===== src/rtl/fetch_pkg.sv =====
// Shared types and constants for the instruction fetch front end.
package fetch_pkg;

    typedef enum logic {
        RUN           = 1'b0,
        WAIT_REDIRECT = 1'b1
    } fetch_state_t;

    localparam int unsigned INSTR_BYTES = 4;
    localparam logic [31:0] ALIGN_MASK  = 32'hFFFF_FFFC;

    // Observation bundle; queue_count is wide enough for the largest supported depth (8).
    typedef struct packed {
        fetch_state_t state;
        logic         queue_full;
        logic [3:0]   queue_count;
    } fetch_debug_t;

    function automatic logic [31:0] align_pc(input logic [31:0] pc);
        return pc & ALIGN_MASK;
    endfunction

endpackage


===== src/rtl/fetch_queue.sv =====
// Small prefetch FIFO of {pc, instr} entries with registered head outputs.
module fetch_queue #(
    parameter  int unsigned QUEUE_DEPTH = 2,
    localparam int unsigned PTR_W       = (QUEUE_DEPTH > 1) ? $clog2(QUEUE_DEPTH) : 1,
    localparam int unsigned CNT_W       = $clog2(QUEUE_DEPTH + 1)
) (
    input  logic             clk,
    input  logic             reset,
    input  logic             i_push,
    input  logic             i_pop,
    input  logic             i_flush,
    input  logic [31:0]      i_push_pc,
    input  logic [31:0]      i_push_instr,
    output logic [31:0]      o_head_pc,
    output logic [31:0]      o_head_instr,
    output logic [CNT_W-1:0] o_count,
    output logic             o_full,
    output logic             o_empty
);

    logic [31:0]      r_pc_mem    [QUEUE_DEPTH];
    logic [31:0]      r_instr_mem [QUEUE_DEPTH];
    logic [PTR_W-1:0] r_wr_ptr;
    logic [PTR_W-1:0] r_rd_ptr;
    logic [CNT_W-1:0] r_count;

    // Depth is a power of two, so the pointers wrap by plain overflow.
    always_ff @(posedge clk or negedge reset) begin
        if (!reset) begin
            r_wr_ptr <= '0;
            r_rd_ptr <= '0;
            r_count  <= '0;
            for (int i = 0; i < int'(QUEUE_DEPTH); i++) begin
                r_pc_mem[i]    <= '0;
                r_instr_mem[i] <= '0;
            end
        end else if (i_flush) begin
            r_wr_ptr <= '0;
            r_rd_ptr <= '0;
            r_count  <= '0;
        end else begin
            if (i_push) begin
                r_pc_mem[r_wr_ptr]    <= i_push_pc;
                r_instr_mem[r_wr_ptr] <= i_push_instr;
                r_wr_ptr              <= r_wr_ptr + 1'b1;
            end
            if (i_pop) begin
                r_rd_ptr <= r_rd_ptr + 1'b1;
            end
            if (i_push && !i_pop) begin
                r_count <= r_count + 1'b1;
            end else if (!i_push && i_pop) begin
                r_count <= r_count - 1'b1;
            end
        end
    end

    assign o_head_pc    = r_pc_mem[r_rd_ptr];
    assign o_head_instr = r_instr_mem[r_rd_ptr];
    assign o_count      = r_count;
    assign o_full       = (r_count == CNT_W'(QUEUE_DEPTH));
    assign o_empty      = (r_count == '0);

endmodule


===== src/rtl/instruction_fetch_unit.sv =====
// Fetch stage: owns the PC, holds the MMU address until success, and queues fetched words for decode.
module instruction_fetch_unit
    import fetch_pkg::*;
#(
    parameter logic [31:0] RESET_PC    = 32'h0000_0000,
    parameter int unsigned QUEUE_DEPTH = 2
) (
    input  logic         clk,
    input  logic         reset,
    output logic [31:0]  instructionMemoryAddress,
    input  logic [31:0]  instructionMemoryData,
    input  logic         instructionMemorySuccess,
    input  logic         redirectEnable,
    input  logic [31:0]  redirectPc,
    output logic         fetchValid,
    output logic [31:0]  fetchInstruction,
    output logic [31:0]  fetchPc,
    input  logic         decodeReady,
    output fetch_debug_t o_debug
);

    localparam int unsigned CNT_W = $clog2(QUEUE_DEPTH + 1);

    fetch_state_t r_state;
    fetch_state_t w_next_state;
    logic [31:0]  r_request_pc;
    logic [31:0]  w_next_request_pc;
    logic [31:0]  r_pending_pc;
    logic [31:0]  w_next_pending_pc;
    logic         w_push;
    logic         w_pop;
    logic         w_flush;
    logic [CNT_W-1:0] w_count;
    logic         w_full;
    logic         w_empty;

    always_ff @(posedge clk or negedge reset) begin
        if (!reset) begin
            r_state      <= RUN;
            r_request_pc <= RESET_PC;
            r_pending_pc <= '0;
        end else begin
            r_state      <= w_next_state;
            r_request_pc <= w_next_request_pc;
            r_pending_pc <= w_next_pending_pc;
        end
    end

    // A redirect flushes the queue, so the head is never consumed in that cycle.
    always_comb begin
        w_next_state      = r_state;
        w_next_request_pc = r_request_pc;
        w_next_pending_pc = r_pending_pc;
        w_push            = 1'b0;
        w_flush           = 1'b0;
        w_pop             = fetchValid & decodeReady & ~redirectEnable;
        case (r_state)
            RUN: begin
                if (redirectEnable) begin
                    w_flush = 1'b1;
                    if (instructionMemorySuccess) begin
                        w_next_request_pc = align_pc(redirectPc);
                    end else begin
                        w_next_pending_pc = align_pc(redirectPc);
                        w_next_state      = WAIT_REDIRECT;
                    end
                end else if (instructionMemorySuccess &&
                             ((w_count < CNT_W'(QUEUE_DEPTH)) || w_pop)) begin
                    w_push            = 1'b1;
                    w_next_request_pc = r_request_pc + 32'(INSTR_BYTES);
                end
            end
            WAIT_REDIRECT: begin
                w_flush = redirectEnable;
                // The address must not move until the miss in flight completes.
                if (instructionMemorySuccess) begin
                    w_next_request_pc = redirectEnable ? align_pc(redirectPc) : r_pending_pc;
                    w_next_state      = RUN;
                end else if (redirectEnable) begin
                    w_next_pending_pc = align_pc(redirectPc);
                end
            end
            default: begin
                w_next_state = RUN;
            end
        endcase
    end

    fetch_queue #(
        .QUEUE_DEPTH (QUEUE_DEPTH)
    ) u_fetch_queue (
        .clk          (clk),
        .reset        (reset),
        .i_push       (w_push),
        .i_pop        (w_pop),
        .i_flush      (w_flush),
        .i_push_pc    (r_request_pc),
        .i_push_instr (instructionMemoryData),
        .o_head_pc    (fetchPc),
        .o_head_instr (fetchInstruction),
        .o_count      (w_count),
        .o_full       (w_full),
        .o_empty      (w_empty)
    );

    assign instructionMemoryAddress = r_request_pc;
    assign fetchValid               = ~w_empty;

    assign o_debug.state       = r_state;
    assign o_debug.queue_full  = w_full;
    assign o_debug.queue_count = 4'(w_count);

endmodule


===== config.mk =====
export PLATFORM = sky130hd
export DESIGN_NAME = instruction_fetch_unit
export DESIGN_NICKNAME = d
export VERILOG_FILES = /design/src/rtl/fetch_pkg.sv /design/src/rtl/fetch_queue.sv /design/src/rtl/instruction_fetch_unit.sv
export SDC_FILE = /design/constraint.sdc
export NUM_CORES = 1
export LEC_CHECK = 0
export ABC_AREA = 1
export BUFFER_PORTS_ARGS = -buffer_cell sky130_fd_sc_hd__buf_2
export CORE_MARGIN = 2
export CORE_UTILIZATION = 30
export DETAILED_ROUTE_END_ITERATION = 16
export HOLD_SLACK_MARGIN = 0.1
export SLEW_MARGIN = 20
export SYNTH_ARGS = -nofsm -noshare
export SYNTH_HDL_FRONTEND = slang
export SYNTH_SLANG_ARGS = --single-unit
export TNS_END_PERCENT = 20

===== constraint.sdc =====
create_clock -name clk -period 1.95 [get_ports clk]
set_input_delay 0.585 -clock clk [delete_from_list [all_inputs] [get_ports clk]]
set_output_delay 0.585 -clock clk [all_outputs]
set_load 0.01 [all_outputs]

==> impl_metrics.env <==
export IMPL_status="complete, but fails checks"
export IMPL_violations="setup timing"
export IMPL_dpl_hpwl_um=19700
export IMPL_synth_avg_cell_area_um2=8.17
export IMPL_irDropWorstVdd_mv=0.683
export IMPL_firstDrtPassIters=5
export IMPL_grt_pass1_wl_um=44300
export IMPL_path_cells="clkinv_4, buf_16, nand2_1, nand2_1, buf_2"
export IMPL_first_global_vias=7997
export IMPL_slowest_delay_ns=0.45
export IMPL_fin_cells=1868
export IMPL_dp_cells=1832
export IMPL_num_vias=8447
export IMPL_worst_setup_path_end_kind="output port"
export IMPL_die_x_um=188
export IMPL_layout_nets=1478
export IMPL_worst_slew_pin_transition_ns=0.502
export IMPL_start_util=0.304
export IMPL_crit_family="flip-flops"
export IMPL_cp_arrival_ns=1.50
export IMPL_cts_sinks=197
export IMPL_synthToLayoutAreaGrowth_pct=22.5
export IMPL_die_h_um=188
export IMPL_drc=0
export IMPL_cts_buffers=17
export IMPL_htreeDepth=4
export IMPL_grt_max_degree=50
export IMPL_worstPathRequired_ns=1.36
export IMPL_die_area_mm2=0.0353
export IMPL_final_hold_violation_count=0
export IMPL_wirelength_um=27600
export IMPL_ys_warn_count=0
export IMPL_cts_path_max_buffers=2
export IMPL_max_freq_mhz=480
export IMPL_crit_top_cell="nand2_1"
export IMPL_drive_above_1_share=0.304
export IMPL_slowest_stage="dfrtp_2"
export IMPL_cap_viol_max_count=0
export IMPL_grt_antenna_before_repair=0
export IMPL_grt_total_usage=0.159
export IMPL_io_buffers=167
export IMPL_min_period_ns=2.08
export IMPL_synth_cell_type_count=35
export IMPL_viasPerCell=4.52
export IMPL_final_cell_mix="440 x nand2_1, 195 x dfrtp_1, 153 x buf_2"
export IMPL_finClkSkew_ns=0.0136
export IMPL_dr_first_iter_drc_count=652
export IMPL_finalSetupViolCount=64
export IMPL_hp_class="primary input to flop"
export IMPL_crit_type="flop to output port"
export IMPL_clock_latency_ns=0.44
export IMPL_place_area_mm2=0.0116
export IMPL_place_congestion=0.807
export IMPL_post_route_util=0.372
export IMPL_startpoint_type="flop"
export IMPL_wire_per_inst_um=14.8
export IMPL_stdcell_area_mm2=0.0124
export IMPL_synth_seq_cells=197
export IMPL_cts_setup_buffers=0
export IMPL_rows=67
export IMPL_netlist_area_mm2=0.0101
export IMPL_p_per_area_mw_per_mm2=1140
export IMPL_drv_slew=0
export IMPL_fin_ws_ns=-0.133
export IMPL_final_common_cell="nand2_1"
export IMPL_crit_fanout=19
export IMPL_antennaDiodeCount=0
export IMPL_coreArea_mm2=0.0334
export IMPL_post_route_period_util=1.07
export IMPL_p_leak_nw=6.27
export IMPL_path_clk_slew_ns=0.08
export IMPL_cts_tree="yes"
export IMPL_place_ws_ns=0.00920
export IMPL_ios=172
export IMPL_synthCells=1240
export IMPL_grt_overflow_total=0
export IMPL_cts_root_buf="clkbuf_16"
export IMPL_crit_buf_inv=3
export IMPL_postRouteAntennaNets=0
export IMPL_power_total_mw=14.2
export IMPL_max_slew_margin=0.665
export IMPL_ys_seq_area_frac=0.486
export IMPL_rsz0062_at_grt="yes"
final timing paths:
check | start | slack (ns) | cells after the start | end
setup / recovery | u_fetch_queue.r_rd_ptr | -0.13 | 5 | fetchPc[30]
hold / removal | redirectPc[16] | 0.36 | 3 | r_pending_pc[16]
setup reg to reg | u_fetch_queue.o_count[1] | 0.19 | 10 | instructionMemoryAddress[7]
hold reg to reg | r_pending_pc[16] | 0.48 | 2 | r_pending_pc[16]
max in group asynchronous | reset | 0.75 | 3 | u_fetch_queue.r_pc_mem[58]
min in group asynchronous | reset | 0.61 | 2 | u_fetch_queue.r_instr_mem[56]
layout make-up:
cell class	instances	area, µm²
multi-input combinational	872	4390
clock inverter	15	181
timing repair buffer	214	1520
sequential	197	4930
clock buffer	17	425
fill	3503	21000
inverter	105	399
tap	448	561
state kept, by name, indices dropped and copies added, names as in the netlist:
| register | flops |
|---|---|
| r_pending_pc | 32 |
| instructionMemoryAddress | 32 |
| r_state | 1 |
| u_fetch_queue.r_instr_mem | 64 |
| u_fetch_queue.o_count | 2 |
| u_fetch_queue.r_wr_ptr | 1 |
| u_fetch_queue.r_pc_mem | 64 |
| u_fetch_queue.r_rd_ptr | 1 |
worst register-to-register path: stages (launching register included):
cell and delay, ns:
dfrtp_1 0.43, inv_1 0.11, nand2_2 0.10, nand3_2 0.08, nand2_2 0.08, buf_4 0.12, o21ai_4 0.06, inv_2 0.38
a22oi_1 0.14, nor2_1 0.12, nor2_1 0.04
through the flow:
stage / TNS [ns] / hold slack (ns)
after global placement: -0.00576 / 0.454
after CTS: -7.31 / 0.338
final: -6.42 / 0.357
after global routing: -11.68 / 0.329
after detailed placement: 0 / 0.460
after floorplan: 0 / 0.289
power by group:
group	internal, mW	switching [mW]	leakage, nW
Clock	1.75	1.84	0.294
Sequential	5.28	0.762	2.46
Combinational	1.91	2.62	3.52
Total	8.93	5.23	6.27
cells in the mapped netlist, drive strengths merged:
| master | count | area share |
|---|---|---|
| o22a | 1 | 0.00086 |
| ha | 2 | 0.0025 |
| nand4 | 7 | 0.0043 |
| dfrtp | 197 | 0.49 |
| xor2 | 4 | 0.0035 |
| nor2 | 91 | 0.036 |
| o221ai | 2 | 0.0017 |
| a22oi | 9 | 0.0067 |
| conb | 1 | 0.00037 |
| a21oi | 27 | 0.013 |
| a221oi | 1 | 0.00086 |
| clkbuf | 23 | 0.0085 |
| a211oi | 14 | 0.010 |
| nand3 | 20 | 0.010 |
| buf | 44 | 0.039 |
| inv | 105 | 0.039 |
| or2 | 1 | 0.00062 |
| nand2 | 490 | 0.19 |
| o22ai | 4 | 0.0025 |
| a22o | 1 | 0.00086 |
| nor3 | 7 | 0.0035 |
| o21ai | 187 | 0.14 |
| o211ai | 1 | 0.00074 |
| a31oi | 1 | 0.00062 |
layer usage:
metal	track usage	part of all wire
met1	0.228	0.48
met2	0.248	0.46
met3	0.0354	0.056
met4	0.0276	0.0062
met5	0	0
logic make-up after synthesis:
| kind of cell | after synthesis | synth area share |
|---|---|---|
| buffers and inverters | 172 | 0.0866 |
| other | 1 | 0.000370 |
| AOI/OAI and AO/OA | 248 | 0.174 |
| adders and majority gates | 2 | 0.00247 |
| xor gates and xnor gates | 4 | 0.00346 |
| DFF | 197 | 0.486 |
| and+or+nand+nor | 616 | 0.247 |
timing repair:
item	in CTS	in global routing
resized for setup	31	9
cloned	1	2
endpoints found under the hold margin	27	0
hold buffers	1	0
endpoints found under the setup margin	64	77
Note: power is estimated with default switching activity, not from simulation.
